### src/rtl/ifft4_seq_if.sv
// Bin-beat input stream and recovered-word output stream for ifft4_seq.
interface ifft4_seq_if;
    logic       in_valid;
    logic       in_ready;
    logic [2:0] in_re;
    logic [2:0] in_im;
    logic       out_valid;
    logic       out_ready;
    logic [3:0] out_bits;
    logic       out_err;

    modport master (
        output in_valid, in_re, in_im, out_ready,
        input  in_ready, out_valid, out_bits, out_err
    );

    modport slave (
        input  in_valid, in_re, in_im, out_ready,
        output in_ready, out_valid, out_bits, out_err
    );
endinterface

### src/rtl/ifft4_seq.sv
// Sequential 4-point inverse FFT: loads four fft2 bins, rebuilds the four
// binary samples one per cycle and flags spectra that are not legal fft2 output.
module ifft4_seq (
    input  logic         clk,
    input  logic         rst,
    ifft4_seq_if.slave   bus
);
    localparam int unsigned FLD_W = 3;
    localparam int unsigned ACC_W = 7;
    localparam int unsigned N_BIN = 4;
    localparam int unsigned IDX_W = 2;

    typedef enum logic [1:0] {
        LOAD = 2'd0,
        CALC = 2'd1,
        OUT  = 2'd2
    } state_t;

    state_t                  state_q, state_d;
    logic [FLD_W-1:0]        re_q [N_BIN];
    logic [FLD_W-1:0]        im_q [N_BIN];
    logic [IDX_W-1:0]        beat_q;
    logic [IDX_W-1:0]        n_q;
    logic [N_BIN-1:0]        bits_q;
    logic                    err_q;
    logic                    in_ready_q;
    logic                    out_valid_q;
    logic                    in_ready_d;
    logic                    out_valid_d;

    logic                    in_fire;
    logic signed [ACC_W-1:0] r0, r1, i1, r2;
    logic signed [ACC_W-1:0] acc;
    logic                    sample_err;
    logic                    spec_err;

    assign in_fire       = bus.in_valid & in_ready_q;
    assign bus.in_ready  = in_ready_q;
    assign bus.out_valid = out_valid_q;
    assign bus.out_bits  = bits_q;
    assign bus.out_err   = err_q;

    // State register
    always_ff @(posedge clk or posedge rst) begin
        if (rst) begin
            state_q <= LOAD;
        end else begin
            state_q <= state_d;
        end
    end

    // Next-state logic
    always_comb begin
        state_d = state_q;
        case (state_q)
            LOAD:    if (in_fire && (beat_q == 2'd3)) state_d = CALC;
            CALC:    if (n_q == 2'd3)                 state_d = OUT;
            OUT:     if (bus.out_ready)               state_d = LOAD;
            default: state_d = LOAD;
        endcase
    end

    // Handshake flags are decodes of the next state, registered below
    always_comb begin
        in_ready_d  = 1'b0;
        out_valid_d = 1'b0;
        case (state_d)
            LOAD:    in_ready_d  = 1'b1;
            OUT:     out_valid_d = 1'b1;
            default: ;
        endcase
    end

    // R0 is unsigned 0..4; the other used fields are two's complement
    always_comb begin
        r0 = ACC_W'({4'b0000, re_q[0]});
        r1 = ACC_W'({{4{re_q[1][2]}}, re_q[1]});
        i1 = ACC_W'({{4{im_q[1][2]}}, im_q[1]});
        r2 = ACC_W'({{4{re_q[2][2]}}, re_q[2]});
        acc = r0 + r2 + (r1 <<< 1);
        case (n_q)
            2'd0:    acc = r0 + r2 + (r1 <<< 1);
            2'd1:    acc = r0 - r2 - (i1 <<< 1);
            2'd2:    acc = r0 + r2 - (r1 <<< 1);
            2'd3:    acc = r0 - r2 + (i1 <<< 1);
            default: ;
        endcase
        sample_err = (acc != ACC_W'(0)) && (acc != ACC_W'(4));
        spec_err   = (im_q[0] != FLD_W'(0)) || (im_q[2] != FLD_W'(0)) ||
                     (re_q[3] != re_q[1]) ||
                     (im_q[3] != FLD_W'(FLD_W'(0) - im_q[1]));
    end

    // Handshake flags, bin storage and per-sample accumulation
    always_ff @(posedge clk or posedge rst) begin
        if (rst) begin
            in_ready_q  <= 1'b1;
            out_valid_q <= 1'b0;
            beat_q      <= '0;
            n_q         <= '0;
            bits_q      <= '0;
            err_q       <= 1'b0;
            for (int i = 0; i < N_BIN; i++) begin
                re_q[i] <= '0;
                im_q[i] <= '0;
            end
        end else begin
            in_ready_q  <= in_ready_d;
            out_valid_q <= out_valid_d;
            case (state_q)
                LOAD: begin
                    if (in_fire) begin
                        re_q[beat_q] <= bus.in_re;
                        im_q[beat_q] <= bus.in_im;
                        beat_q       <= beat_q + IDX_W'(1);
                    end
                end
                CALC: begin
                    bits_q[n_q] <= acc[2];
                    err_q       <= err_q | sample_err | ((n_q == 2'd0) & spec_err);
                    n_q         <= n_q + IDX_W'(1);
                end
                OUT: begin
                    if (bus.out_ready) begin
                        beat_q <= '0;
                        n_q    <= '0;
                        bits_q <= '0;
                        err_q  <= 1'b0;
                    end
                end
                default: ;
            endcase
        end
    end
endmodule

### src/flat_wrapper.sv
// flat-port wrapper written by rule: the top's interface ports become plain ports
module ifft4_seq_flat 
  (clk, rst, bus_in_valid, bus_in_re, bus_in_im, bus_out_ready, bus_in_ready, bus_out_valid, bus_out_bits, bus_out_err);
  ifft4_seq_if bus_i ();
  input  logic clk;
  input  logic rst;
  input wire logic [$bits(bus_i.in_valid)-1:0] bus_in_valid;
  input wire logic [$bits(bus_i.in_re)-1:0] bus_in_re;
  input wire logic [$bits(bus_i.in_im)-1:0] bus_in_im;
  input wire logic [$bits(bus_i.out_ready)-1:0] bus_out_ready;
  output wire logic [$bits(bus_i.in_ready)-1:0] bus_in_ready;
  output wire logic [$bits(bus_i.out_valid)-1:0] bus_out_valid;
  output wire logic [$bits(bus_i.out_bits)-1:0] bus_out_bits;
  output wire logic [$bits(bus_i.out_err)-1:0] bus_out_err;
  assign bus_i.in_valid = bus_in_valid;
  assign bus_i.in_re = bus_in_re;
  assign bus_i.in_im = bus_in_im;
  assign bus_i.out_ready = bus_out_ready;
  assign bus_in_ready = bus_i.in_ready;
  assign bus_out_valid = bus_i.out_valid;
  assign bus_out_bits = bus_i.out_bits;
  assign bus_out_err = bus_i.out_err;
  ifft4_seq u_core (.clk(clk), .rst(rst), .bus(bus_i));
endmodule
### config.mk
export PLATFORM = sky130hd
export DESIGN_NAME = ifft4_seq_flat
export DESIGN_NICKNAME = d
export VERILOG_FILES = /design/src/rtl/ifft4_seq_if.sv /design/src/rtl/ifft4_seq.sv /design/src/flat_wrapper.sv
export SDC_FILE = /design/constraint.sdc
export NUM_CORES = 1
export LEC_CHECK = 0
export BUFFER_PORTS_ARGS = -buffer_cell sky130_fd_sc_hd__buf_2
export CAP_MARGIN = 10
export CORE_MARGIN = 2
export CORE_UTILIZATION = 40
export CTS_CLUSTER_SIZE = 10
export DETAILED_ROUTE_END_ITERATION = 8
export GPL_ROUTABILITY_DRIVEN = 0
export PLACE_DENSITY_LB_ADDON = 0.12
export RECOVER_POWER = 25
export SLEW_MARGIN = 20
export SYNTH_ARGS = -nofsm -noshare
export SYNTH_HDL_FRONTEND = slang
export SYNTH_SLANG_ARGS = --single-unit
### constraint.sdc
create_clock -name clk -period 3.8 [get_ports clk]
set_input_delay 1.14 -clock clk [delete_from_list [all_inputs] [get_ports clk]]
set_output_delay 1.14 -clock clk [all_outputs]
set_load 0.05 [all_outputs]
Word level (Yosys, flattened, before mapping) --
Cells that the tools add are included.
Word-level totals: register bits 37, output and inout port bits 7, logic and storage cells 85
Cells by class: add/sub/neg operators 9, $lt $le $gt $ge 4, equality and inequality tests 12, muxes and demuxes 22, bitwise operators 5, reduce and logical (&&, ||, !) cells 18
Operators with widths (count):
- case mux 7 bit (4 select lines) | 1
- bitwise mux 12 bit | 2
- adder 5 x 4 -> 6 bit | 2
- subtractor 5 x 4 -> 6 bit | 2
- equality test 2 bit, second input constant | 5
- 2-to-1 mux 2 bit | 5
- case mux 2 bit (2 select lines) | 2
- case mux 4 bit (2 select lines) | 1
- != test 7 x 4 -> 1 bit, second input constant | 1
- nonzero test 7 bit | 1
- demux 3 bit (select 2 bit) | 1
- logical NOT 2 bit | 3
- != test 3 bit | 2
- case mux 2 bit (3 select lines) | 1
- nonzero test 3 bit | 2
- adder 4 x 3 -> 5 bit | 1
- subtractor 4 x 3 -> 5 bit | 1
- adder 2 x 1 -> 2 bit, second input constant | 2
- bitwise mux 4 bit | 1
- equality test 2 x 1 -> 1 bit, second input constant | 2
- logical AND 1 bit | 4
- 2-to-1 mux 1 bit | 4
- 2-to-1 mux 4 bit | 1
- AND reduction 2 bit | 2
- 16 further kinds | 21

Longest topological paths before layout --
Gate-level depths: netlist (run 1).
depth after elaboration 8, mapped depth 13, gate-level depth less buffers 13

Least setup slack after synthesis (run 1) --
No wires, ideal clock.
path type register -> register, from register u_core.re_q (netlist bit u_core.r2[0]), to register u_core.err_q (netlist: u_core.bus.out_err), data arrival time 2.579 ns, data required time 3.669 ns, slack 1.091 ns, cell stages (with the launch flop) 11, buffers on the path 0, path through dfrtp_1 ha_1 fa_1 inv_1 ha_1 fa_1 a21o_1 a21oi_1 xnor3_1 nor3_2 nor4_1
Between the ends: longest elaborated chain between the ends 8, elaborated cells between the ends (all ways) 13, those cells by class add/sub: 6; eq/ne: 1; mux: 2; bitwise: 2; reduce/logical: 2
Ends and longest elaborated chain:
- start, declared | RTL line ifft4_seq.sv:20 | logic [FLD_W-1:0] re_q [N_BIN];
- start signal, assigned by index | RTL line ifft4_seq.sv:113 | re_q[beat_q] <= bus.in_re;
- subtractor 4 x 3 -> 5 bit or adder 4 x 3 -> 5 bit (tied branches)
- adder 5 x 4 -> 6 bit (tied with other cells) | RTL line ifft4_seq.sv:85 | 2'd3: acc = r0 - r2 + (i1 <<< 1);
- case mux 7 bit (4 select lines) * | RTL line ifft4_seq.sv:81 | case (n_q)
- != test 7 x 4 -> 1 bit or nonzero test 7 bit (tied branches) | RTL line ifft4_seq.sv:88 | sample_err = (acc != ACC_W'(0)) && (acc != ACC_W'(4));
- logical AND 1 bit * | RTL line ifft4_seq.sv:88
- OR 1 bit * (2 in a row) | RTL line ifft4_seq.sv:120 | err_q <= err_q | sample_err | ((n_q == 2'd0) & spec_err);
- case mux 1 bit (2 select lines) * | RTL line ifft4_seq.sv:110 | case (state_q)
- end signal, assigned | RTL line ifft4_seq.sv:120
- end, declared | RTL line ifft4_seq.sv:25 | logic err_q;
Mark *: on every way between the ends. The rest lies on a longest branch, timed or not. A chain may end at the register's enable or synchronous reset.

Worst setup path after layout (run 1) --
Same ends and word-level chain as after synthesis.

==> impl_metrics.ini, run 1 <==
[synth]
synth_compound_area_frac = 0.08805
synthDominantCellAreaShare = 0.3708
synthAdderAreaFrac = 0.1771
synth_xor_area_frac = 0.08290
yosys.area_share.simple = 0.07878
synth.distinct_cells = 34
synthesis.instances = 220
ys_top_cells_by_area = dfrtp_1, ha_1, mux2_2, xnor2_1, inv_1
synthMuxAreaShare = 0.1462
synth.avg_cell_area_um2 = 11.04
synth_top_family_by_area = adder cells
yosysTopAreaCell = dfrtp_1
yosysWarnings = 0
synthesis.nets = 262
ys_ff_latch = 37
syn-cell-area_um2 = 2430
synth.yosys.seq_area_share = 0.3816

[worst_setup_path]
critical-path-slowest-cell = fa_1
critPathLaunchType = register
endpoint_kind = register
crit_type = reg -> reg
crit_fanout = 3
path_cells = ha_1 -> fa_1 -> inv_1 -> ha_1 -> fa_1 -> a21o_1 -> a21oi_1 -> xnor3_1 -> nor3_2 -> nor4_1
cp.arrival_ps = 3030
slowest_delay_ps = 480
required_ps = 3960

[cells_and_area]
drive_gt1_frac = 0.2397
fin_cells = 317
nets = 283
antenna_cells = 0
area_delta_synth_final_pct = 10.35
fillers = 573
final_cell_area_um2 = 2681

[timing]
final_max_slew_viol_count = 38
fmax_mhz = 348.5
post-route-worst-setup-slack_ps = 930.6
finalSetupViolations = 0
min_period_over_period = 0.7551
grt_setup_unrepaired = no
fin_crit_ps = 2869
finClkSkew_ps = 7.945
tightest_slew_ps = 1982
slew_headroom = -0.3215
fin_setup_tns_ps = 0
finalHoldViolations = 0

[die]
core_um2 = 5886
ios = 17
dieArea_um2 = 6714
die_w_um = 81.94
row_count = 28
start_util = 0.4128
die_h_um = 81.94

[clocking]
cts_buffers = 5
clk_pin_slew_worst_paths_ps = 70
cts_buffer_depth = 2
htree_levels = 2
clock-sinks = 37
clk-insertion-delay-late_ps = 290
post_cts_buffers = 0
postCtsHoldBufs = 0
root_buffer = clkbuf_8
cts_tree = yes
post_cts_resized = 0

[route]
drcViolationCount = 0
first_pass_iters = 4
wire_per_inst_um = 14.12
ant_nets = 0
vias_per_cell = 4.950
drt_iter0_drc = 34
routed_wl_mm = 4.475
vias = 1569

[grt]
antenna_found_initial = 0
grt_use_total = 0.1549
grt_max_degree = 38
grt_overflow = 0
grt_pass1_wl_mm = 7.652
grt_pass1_vias = 1582

[placement]
io_buffer_count = 16
placedInstanceArea_um2 = 2599
dp_cells = 309
dp_slack_ps = 945.0
dp_hpwl_mm = 3.540

[run]
cap_viol_max_count = 1

[outcome]
status = complete, but fails checks
violations = capacitance limit, slew limit

[min_path]
hold_class = reg -> reg
==> synthesized netlist by cell type <==
cell type   n
a211oi_1    4
a21o_1      5
a21oi_1    16
a21oi_2     2
a22o_1      1
a22oi_1     1
and3_1      1
buf_2       1
clkbuf_1    2
dfrtp_1    36
dfstp_2     1
fa_1        4
ha_1       28
inv_1      26
mux2_2     28
mux2i_1     4
nand2_1     8
nand2b_1    3
nand3_1     1
nand4_1     2
nor2_1     11
nor2b_1     2
nor3_1      1
nor3_2      2
nor3b_1     1
nor4_1      4
o21ai_0     3
o21bai_1    1
o32a_1      1
or4_1       1
xnor2_1    13
xnor2_2     1
xnor3_1     2
xor2_1      3
==> path summary, 6_finish.rpt <==
path,slack [ps],from,cells past startpoint,to
max reg2reg,930,u_core.r2[0],10,u_core.bus.out_err
min,520,u_core.im_q[11],1,u_core.im_q[11]
max,930,u_core.r2[0],10,u_core.bus.out_err
max in group asynchronous,1110,rst,3,u_core.r0[1]
min in group asynchronous,1550,rst,3,u_core.bus.out_valid
min reg2reg,520,u_core.im_q[11],1,u_core.im_q[11]
==> cell families after synthesis <==
kind of cell / after synthesis
AOI/OAI and AO/OA: 34
xor gates and xnor gates: 19
adders and majority gates: 32
buffers and inverters: 29
DFF: 37
muxes: 32
and+or+nand+nor: 37
==> layout by cell type, fill, tap and decap left out, types with 4 or more instances in the layout <==
master	instances
mux2_2	28
ha_1	28
dfrtp_1	36
fa_1	4
xnor2_1	13
mux2i_1	4
a21oi_1	16
clkbuf_8	5
nor2_1	11
nor4_1	4
nand2_1	8
a21o_1	5
inv_1	26
a211oi_1	4
buf_2	16
==> sequential cells by signal (all words and copies together), names as in the netlist <==
name / flops
u_core.r1: 3
u_core.r2: 3
u_core.bus.out_valid: 1
u_core.r0: 3
u_core.bus.out_err: 1
u_core.i1: 3
u_core.bus.out_bits: 4
u_core.n_q: 2
u_core.re_q: 3
u_core.im_q: 9
u_core.beat_q: 2
u_core.bus.in_ready: 1
u_core.state_q: 2
==> metal layers <==
metal,GRT usage,share of wire
met5,0,0
met3,0.03626,0.029
met1,0.2135,0.51
met2,0.2374,0.45
met4,0.05500,0.014
==> critical path, delay by kind of cell (launching register included) <==
family	cells	cell delay, ps
xor+xnor	1	420
flops	1	400
buf+inv	1	40
fa+ha+maj	4	1300
simple gates	2	220
compound gates	2	360
==> area by class of cell <==
class	count	area, um^2	share of cell area
Multi-Input combinational cell	154	1393	0.5194
Sequential cell	37	927.1	0.3458
Inverter	26	97.59	0.03640
Tap cell	75	93.84	0.03500
Timing Repair Buffer	17	83.83	0.03126
Clock buffer	5	68.82	0.02566
Clock inverter	3	17.52	0.006533
==> stage by stage <==
| step | util | hold WS, ps |
|---|---|---|
| after floorplan | - | 479.8 |
| after global placement | 0.4415 | 496.0 |
| final | 0.4556 | 515.6 |
| after CTS | 0.4562 | 517.5 |
| after detailed placement | 0.4415 | 496.6 |
| after global routing | 0.4556 | 539.5 |
Power of run 1 is left out: the tool's default activity adds up to more than one toggle a clock period on the data nets, which glitch-free logic cannot reach.
==> run 2, diff against run 1 <==
--- a/config.mk
+++ b/config.mk
@@ -5,6 +5,7 @@
 export SDC_FILE = /design/constraint.sdc
 export NUM_CORES = 1
 export LEC_CHECK = 0
+export ABC_AREA = 1
 export BUFFER_PORTS_ARGS = -buffer_cell sky130_fd_sc_hd__buf_2
 export CAP_MARGIN = 10
 export CORE_MARGIN = 2
==> constraint.sdc (replaced) <==
create_clock -name clk -period 2.9 [get_ports clk]
set_input_delay 0.87 -clock clk [delete_from_list [all_inputs] [get_ports clk]]
set_output_delay 0.87 -clock clk [all_outputs]
set_load 0.05 [all_outputs]
==> run 2 against run 1 <==
The run now ends clean. Non-clock buffer count up 1. Critical path depth up 5. Sequential share of layout area down 0.76 points. Register-to-register slack worse by 600 ps. Worst setup slack worse by 600 ps. Wire length up 13%. Area after synthesis up 2.1%. Largest cell class unchanged. Highest routed layer unchanged.
==> impl_metrics.ini, run 2 <==
[outcome]
status = completed

[route]
wl_met1_mm = 2.555
met3WireLength_um = 166
vias_per_cell = 4.787
drcViolationCount = 0
top_layer_used = met4
ant_nets = 0
drt_iter0_drc = 74
wire_per_inst_um = 12.18
vias = 1996
met2WireLength_mm = 2.300
first_pass_iters = 4
routed_wl_mm = 5.077

[synth]
async_reset_ff_frac = 1.000
synth_xor_area_frac = 0.02118
synth-edff-count = 0
synth_ff_type = dfrtp_1
synth_compound_area_frac = 0.1230
synthMuxAreaShare = 0
synth.avg_cell_area_um2 = 7.729
synth.distinct_cells = 25
synthTopCellsByCount = nand2_1, inv_1, o21ai_0
yosysTopAreaCell = dfrtp_1
synthesis.instances = 321
ys_ff_latch = 37
synth_top_family_by_area = simple AND/OR/NAND/NOR gates
synthDominantCellAreaShare = 0.3631
yosysWarnings = 0
yosys.area_share.simple = 0.2128
synth_most_common_cell = nand2_1
ys_top_cells_by_area = dfrtp_1, ha_1, nand2_1, o21ai_0, inv_1
syn-cell-area_um2 = 2481
synthesis.nets = 363
synth.yosys.seq_area_share = 0.3737
synthAdderAreaFrac = 0.1735

[worst_setup_path]
r2r_slack_ps = 330
cp.arrival_ps = 2760
critPathLaunchType = register
crit_type = reg -> reg
critical-path-slowest-cell = fa_1
slowest_delay_ps = 490
required_ps = 3080
path_cells = ha_1 -> fa_1 -> inv_1 -> ha_1 -> fa_1 -> nand2_1 -> nand2_1 -> a21oi_1 -> inv_1 -> nand2_1 -> nand3_1 -> nand2_1 -> nand3_1 -> nand2_1 -> nand2_1
endpoint_kind = register
crit_fanout = 3
crit_top_cell = nand2_1

[grt]
grt_use_total = 0.1741
antenna_found_initial = 0
grt_pass1_vias = 1961
grt_pass1_wl_mm = 8.935
grt_overflow = 0
grt_max_degree = 38

[clocking]
htree_levels = 2
clk-insertion-delay-late_ps = 290
clk_pin_slew_worst_paths_ps = 80
cts_buffers = 5
post_cts_resized = 0
cts_buffer_depth = 2
postCtsHoldBufs = 0
root_buffer = clkbuf_8
post_cts_buffers = 0
cts_tree = yes
clock-sinks = 37

[cells_and_area]
final_common_cell = nand2_1
final_cell_mix = nand2_1, inv_1, o21ai_0
nets = 383
drive_gt1_frac = 0.09942
fillers = 601
area_delta_synth_final_pct = 10.64
largest_reg_flops = 9
antenna_cells = 0
regMostFlops = u_core.im_q

[die]
dieArea_um2 = 6849
ios = 17
die_h_um = 82.76
core_um2 = 5956
row_count = 28
die_w_um = 82.76
start_util = 0.4166

[placement]
dp_hpwl_mm = 3.989
io_buffer_count = 16

[timing]
tightest_slew_ps = 916.9
fin_crit_ps = 2573
fin_setup_tns_ps = 0
min_period_over_period = 0.8873
finalSetupViolations = 0
slew_headroom = 0.3888
finalHoldViolations = 0
finClkSkew_ps = 5.040
fmax_mhz = 388.6
final_max_slew_viol_count = 0
grt_setup_unrepaired = no

[min_path]
hold_class = reg -> reg

[run]
cap_viol_max_count = 0
[run 2: worst max-delay path, delay by kind of cell, from the launching register on]
kind            cells  cell delay, ps
compound gates      1             160
simple gates        8             500
flops               1             400
fa+ha+maj           4            1310
buf+inv             2             100
[run 2: cell type report]
type | instances | area, um^2 | share of cell area
Multi-Input combinational cell | 225 | 1316 | 0.4795
Sequential cell | 37 | 928.4 | 0.3382
Inverter | 54 | 202.7 | 0.07384
Tap cell | 75 | 93.84 | 0.03418
Timing Repair Buffer | 18 | 92.59 | 0.03373
Clock buffer | 6 | 72.57 | 0.02644
Clock inverter | 2 | 38.79 | 0.01413
[run 2: path summary, 6_finish.rpt]
check,start,to,cells past startpoint
max,u_core.r2[0],u_core.bus.out_err,15
min,u_core.im_q[5],u_core.im_q[5],2
max reg2reg,u_core.r2[0],u_core.bus.out_err,15
min reg2reg,u_core.im_q[5],u_core.im_q[5],2
max in group asynchronous,rst,u_core.r2[2],3
min in group asynchronous,rst,u_core.im_q[3],3
[run 2: logic make-up (layout without fill, tap and decap cells)]
kind of cell             Yosys count  count (layout)
AND/OR/NAND/NOR                  128             128
AO/OA/AOI/OAI                     59              59
buffers and inverters             59              80
flip-flops                        37              37
adder cells (fa/ha/maj)           32              32
XOR/XNOR                           6               6
[run 2: layer usage]
metal,track usage,vias to the layer above
li1,-,1064
met1,0.2249,902
met2,0.2903,24
met3,0.04457,6
met4,0.04590,0
met5,0,-
[run 2: metrics by stage]
stage / cells / hold WS (ps) / instance area, um^2 / setup slack [ps] / util
CTS: 417 / 495.4 / 2746 / 241.0 / 0.4611
global placement: 409 / 471.9 / 2635 / 317.1 / 0.4424
detailed placement: 409 / 477.1 / 2635 / 256.9 / 0.4424
finish: 417 / 491.5 / 2745 / 326.8 / 0.4609
global route: 417 / 520.2 / 2745 / 56.61 / 0.4609
floorplan: 321 / 453.0 / 2481 / 486.5 / -
Power of run 2 is left out for the same reason.
==> run 3, diff against run 2 <==
--- a/config.mk
+++ b/config.mk
@@ -8,6 +8,7 @@
 export ABC_AREA = 1
 export BUFFER_PORTS_ARGS = -buffer_cell sky130_fd_sc_hd__buf_2
 export CAP_MARGIN = 10
+export CORE_ASPECT_RATIO = 0.8
 export CORE_MARGIN = 2
 export CORE_UTILIZATION = 40
 export CTS_CLUSTER_SIZE = 10
==> run 3 against run 2 <==
Clock-buffer cell count shrank 1. Maximum frequency shrank 3.6%. Cell count grew 1.4%. Clock skew shrank 0.88 ps. Die area is essentially flat. Utilization shrank 0.16 points. Wire length grew 2.5%. Sequential share of layout area grew 0.14 points. Design area shrank 0.55%. Worst setup slack lost 96 ps. Register-to-register slack lost 96 ps.
==> impl_metrics.ini, run 3 (synthesis gave the netlist of run 2 again) <==
[worst_setup_path]
endpoint_kind = register
crit_fanout = 8
crit_type = reg -> reg
critPathLaunchType = register
required_ps = 3080
r2r_start = u_core.r2[2]
cp.arrival_ps = 2850
r2r_end = u_core.bus.out_err
reg2regPathDepth = 14
r2r_slack_ps = 230

[cells_and_area]
area_delta_synth_final_pct = 10.04
final_common_cell = nand2_1
antenna_cells = 0
regMostFlops = u_core.im_q
drive_gt1_frac = 0.09942
nets = 383
largest_reg_flops = 9
fillers = 618
final_cell_mix = nand2_1, inv_1, o21ai_0

[timing]
hold_slack_ps = 497.2
fin_setup_tns_ps = 0
finalSetupViolations = 0
fmax_mhz = 374.6
grt_setup_unrepaired = no
slew_headroom = 0.3760
finClkSkew_ps = 4.163
finalHoldViolations = 0
fin_crit_ps = 2670
final_max_slew_viol_count = 0
tightest_slew_ps = 936.1
min_period_over_period = 0.9205

[min_path]
min_path_cells = 2
hold_class = reg -> reg
min_from = u_core.im_q[4]
holdPathEnd = u_core.im_q[4]

[placement]
dp_hpwl_mm = 4.077
io_buffer_count = 16

[clocking]
cts_tree = yes
cts_buffer_depth = 2
post_cts_resized = 0
htree_levels = 2
post_cts_buffers = 0
clock-sinks = 37
postCtsHoldBufs = 0
root_buffer = clkbuf_8
clk_pin_slew_worst_paths_ps = 80
clk-insertion-delay-late_ps = 290
cts_buffers = 5

[die]
start_util = 0.4175
die_h_um = 74.45
ios = 17
dieArea_um2 = 6853
core_um2 = 5943
row_count = 25
die_w_um = 92.06

[outcome]
status = completed

[route]
vias_per_cell = 4.693
ant_nets = 0
drcViolationCount = 0
wire_per_inst_um = 12.30
vias = 1985
first_pass_iters = 4
routed_wl_mm = 5.205
drt_iter0_drc = 50

[run]
cap_viol_max_count = 0

[grt]
grt_max_degree = 38
grt_overflow = 0
grt_pass1_vias = 1860
grt_pass1_wl_mm = 8.694
antenna_found_initial = 0
grt_use_total = 0.1623
==> run 3: cell count changes in the layout (fill, tap and decap cells not counted), sizes merged <==
cell,delta
clkinvlp,+1
inv,+1
clkbuf,-1
bufinv,-1
==> run 3: metal layers <==
metal	vias to the layer above	global-route usage	wire (um)
li1	1065	-	-
met1	895	0.2398	2837
met2	23	0.2541	2166
met3	2	0.03040	185
met4	0	0.02985	16
met5	-	0	0
==> run 3: critical path, cell delays in order (launching register included) <==
cell,delay (ps)
dfrtp_1,510
inv_2,130
ha_1,370
inv_1,70
o21ai_0,200
xor2_1,200
ha_1,300
a21oi_1,200
nand3_1,90
a21oi_1,150
nand3_1,110
nand2_1,70
nand3_1,60
nand2_1,60
nand2_1,40
==> run 3: metrics by stage <==
| step | util | cells | setup WS [ps] | cell area, um^2 |
|---|---|---|---|---|
| after floorplan | - | 321 | 486.5 | 2481 |
| after global placement | 0.4446 | 415 | 322.0 | 2643 |
| after detailed placement | 0.4446 | 415 | 236.7 | 2643 |
| after global routing | 0.4594 | 423 | 6.579 | 2730 |
| after CTS | 0.4598 | 423 | 206.1 | 2733 |
| final | 0.4594 | 423 | 230.5 | 2730 |
==> run 3: how the worst max path moves through the flow <==
stage / start / endpoint / slack [ps] / cells past startpoint
2_1_floorplan: u_core.r2[0] / u_core.bus.out_err / 490 / 15
3_5_place_dp: u_core.r2[2] / u_core.bus.out_err / 240 / 14
3_3_place_gp: u_core.r2[2] / u_core.bus.out_err / 320 / 14
5_1_grt: u_core.r2[2] / u_core.bus.out_err / 7 / 14
4_1_cts: u_core.r2[2] / u_core.bus.out_err / 210 / 14
6_report: u_core.r2[2] / u_core.bus.out_err / 230 / 14
==> run 3: cell type report <==
class	instances	area (um^2)	share of cell area
multi-input cells	225	1316	0.4821
flip-flops and latches	37	927.1	0.3396
clock inverters	3	21.27	0.007791
inverters	54	202.7	0.07424
well taps	81	101.3	0.03712
repair buffers	18	92.59	0.03391
clock buffers	5	68.82	0.02521
Power of run 3 is left out for the same reason.
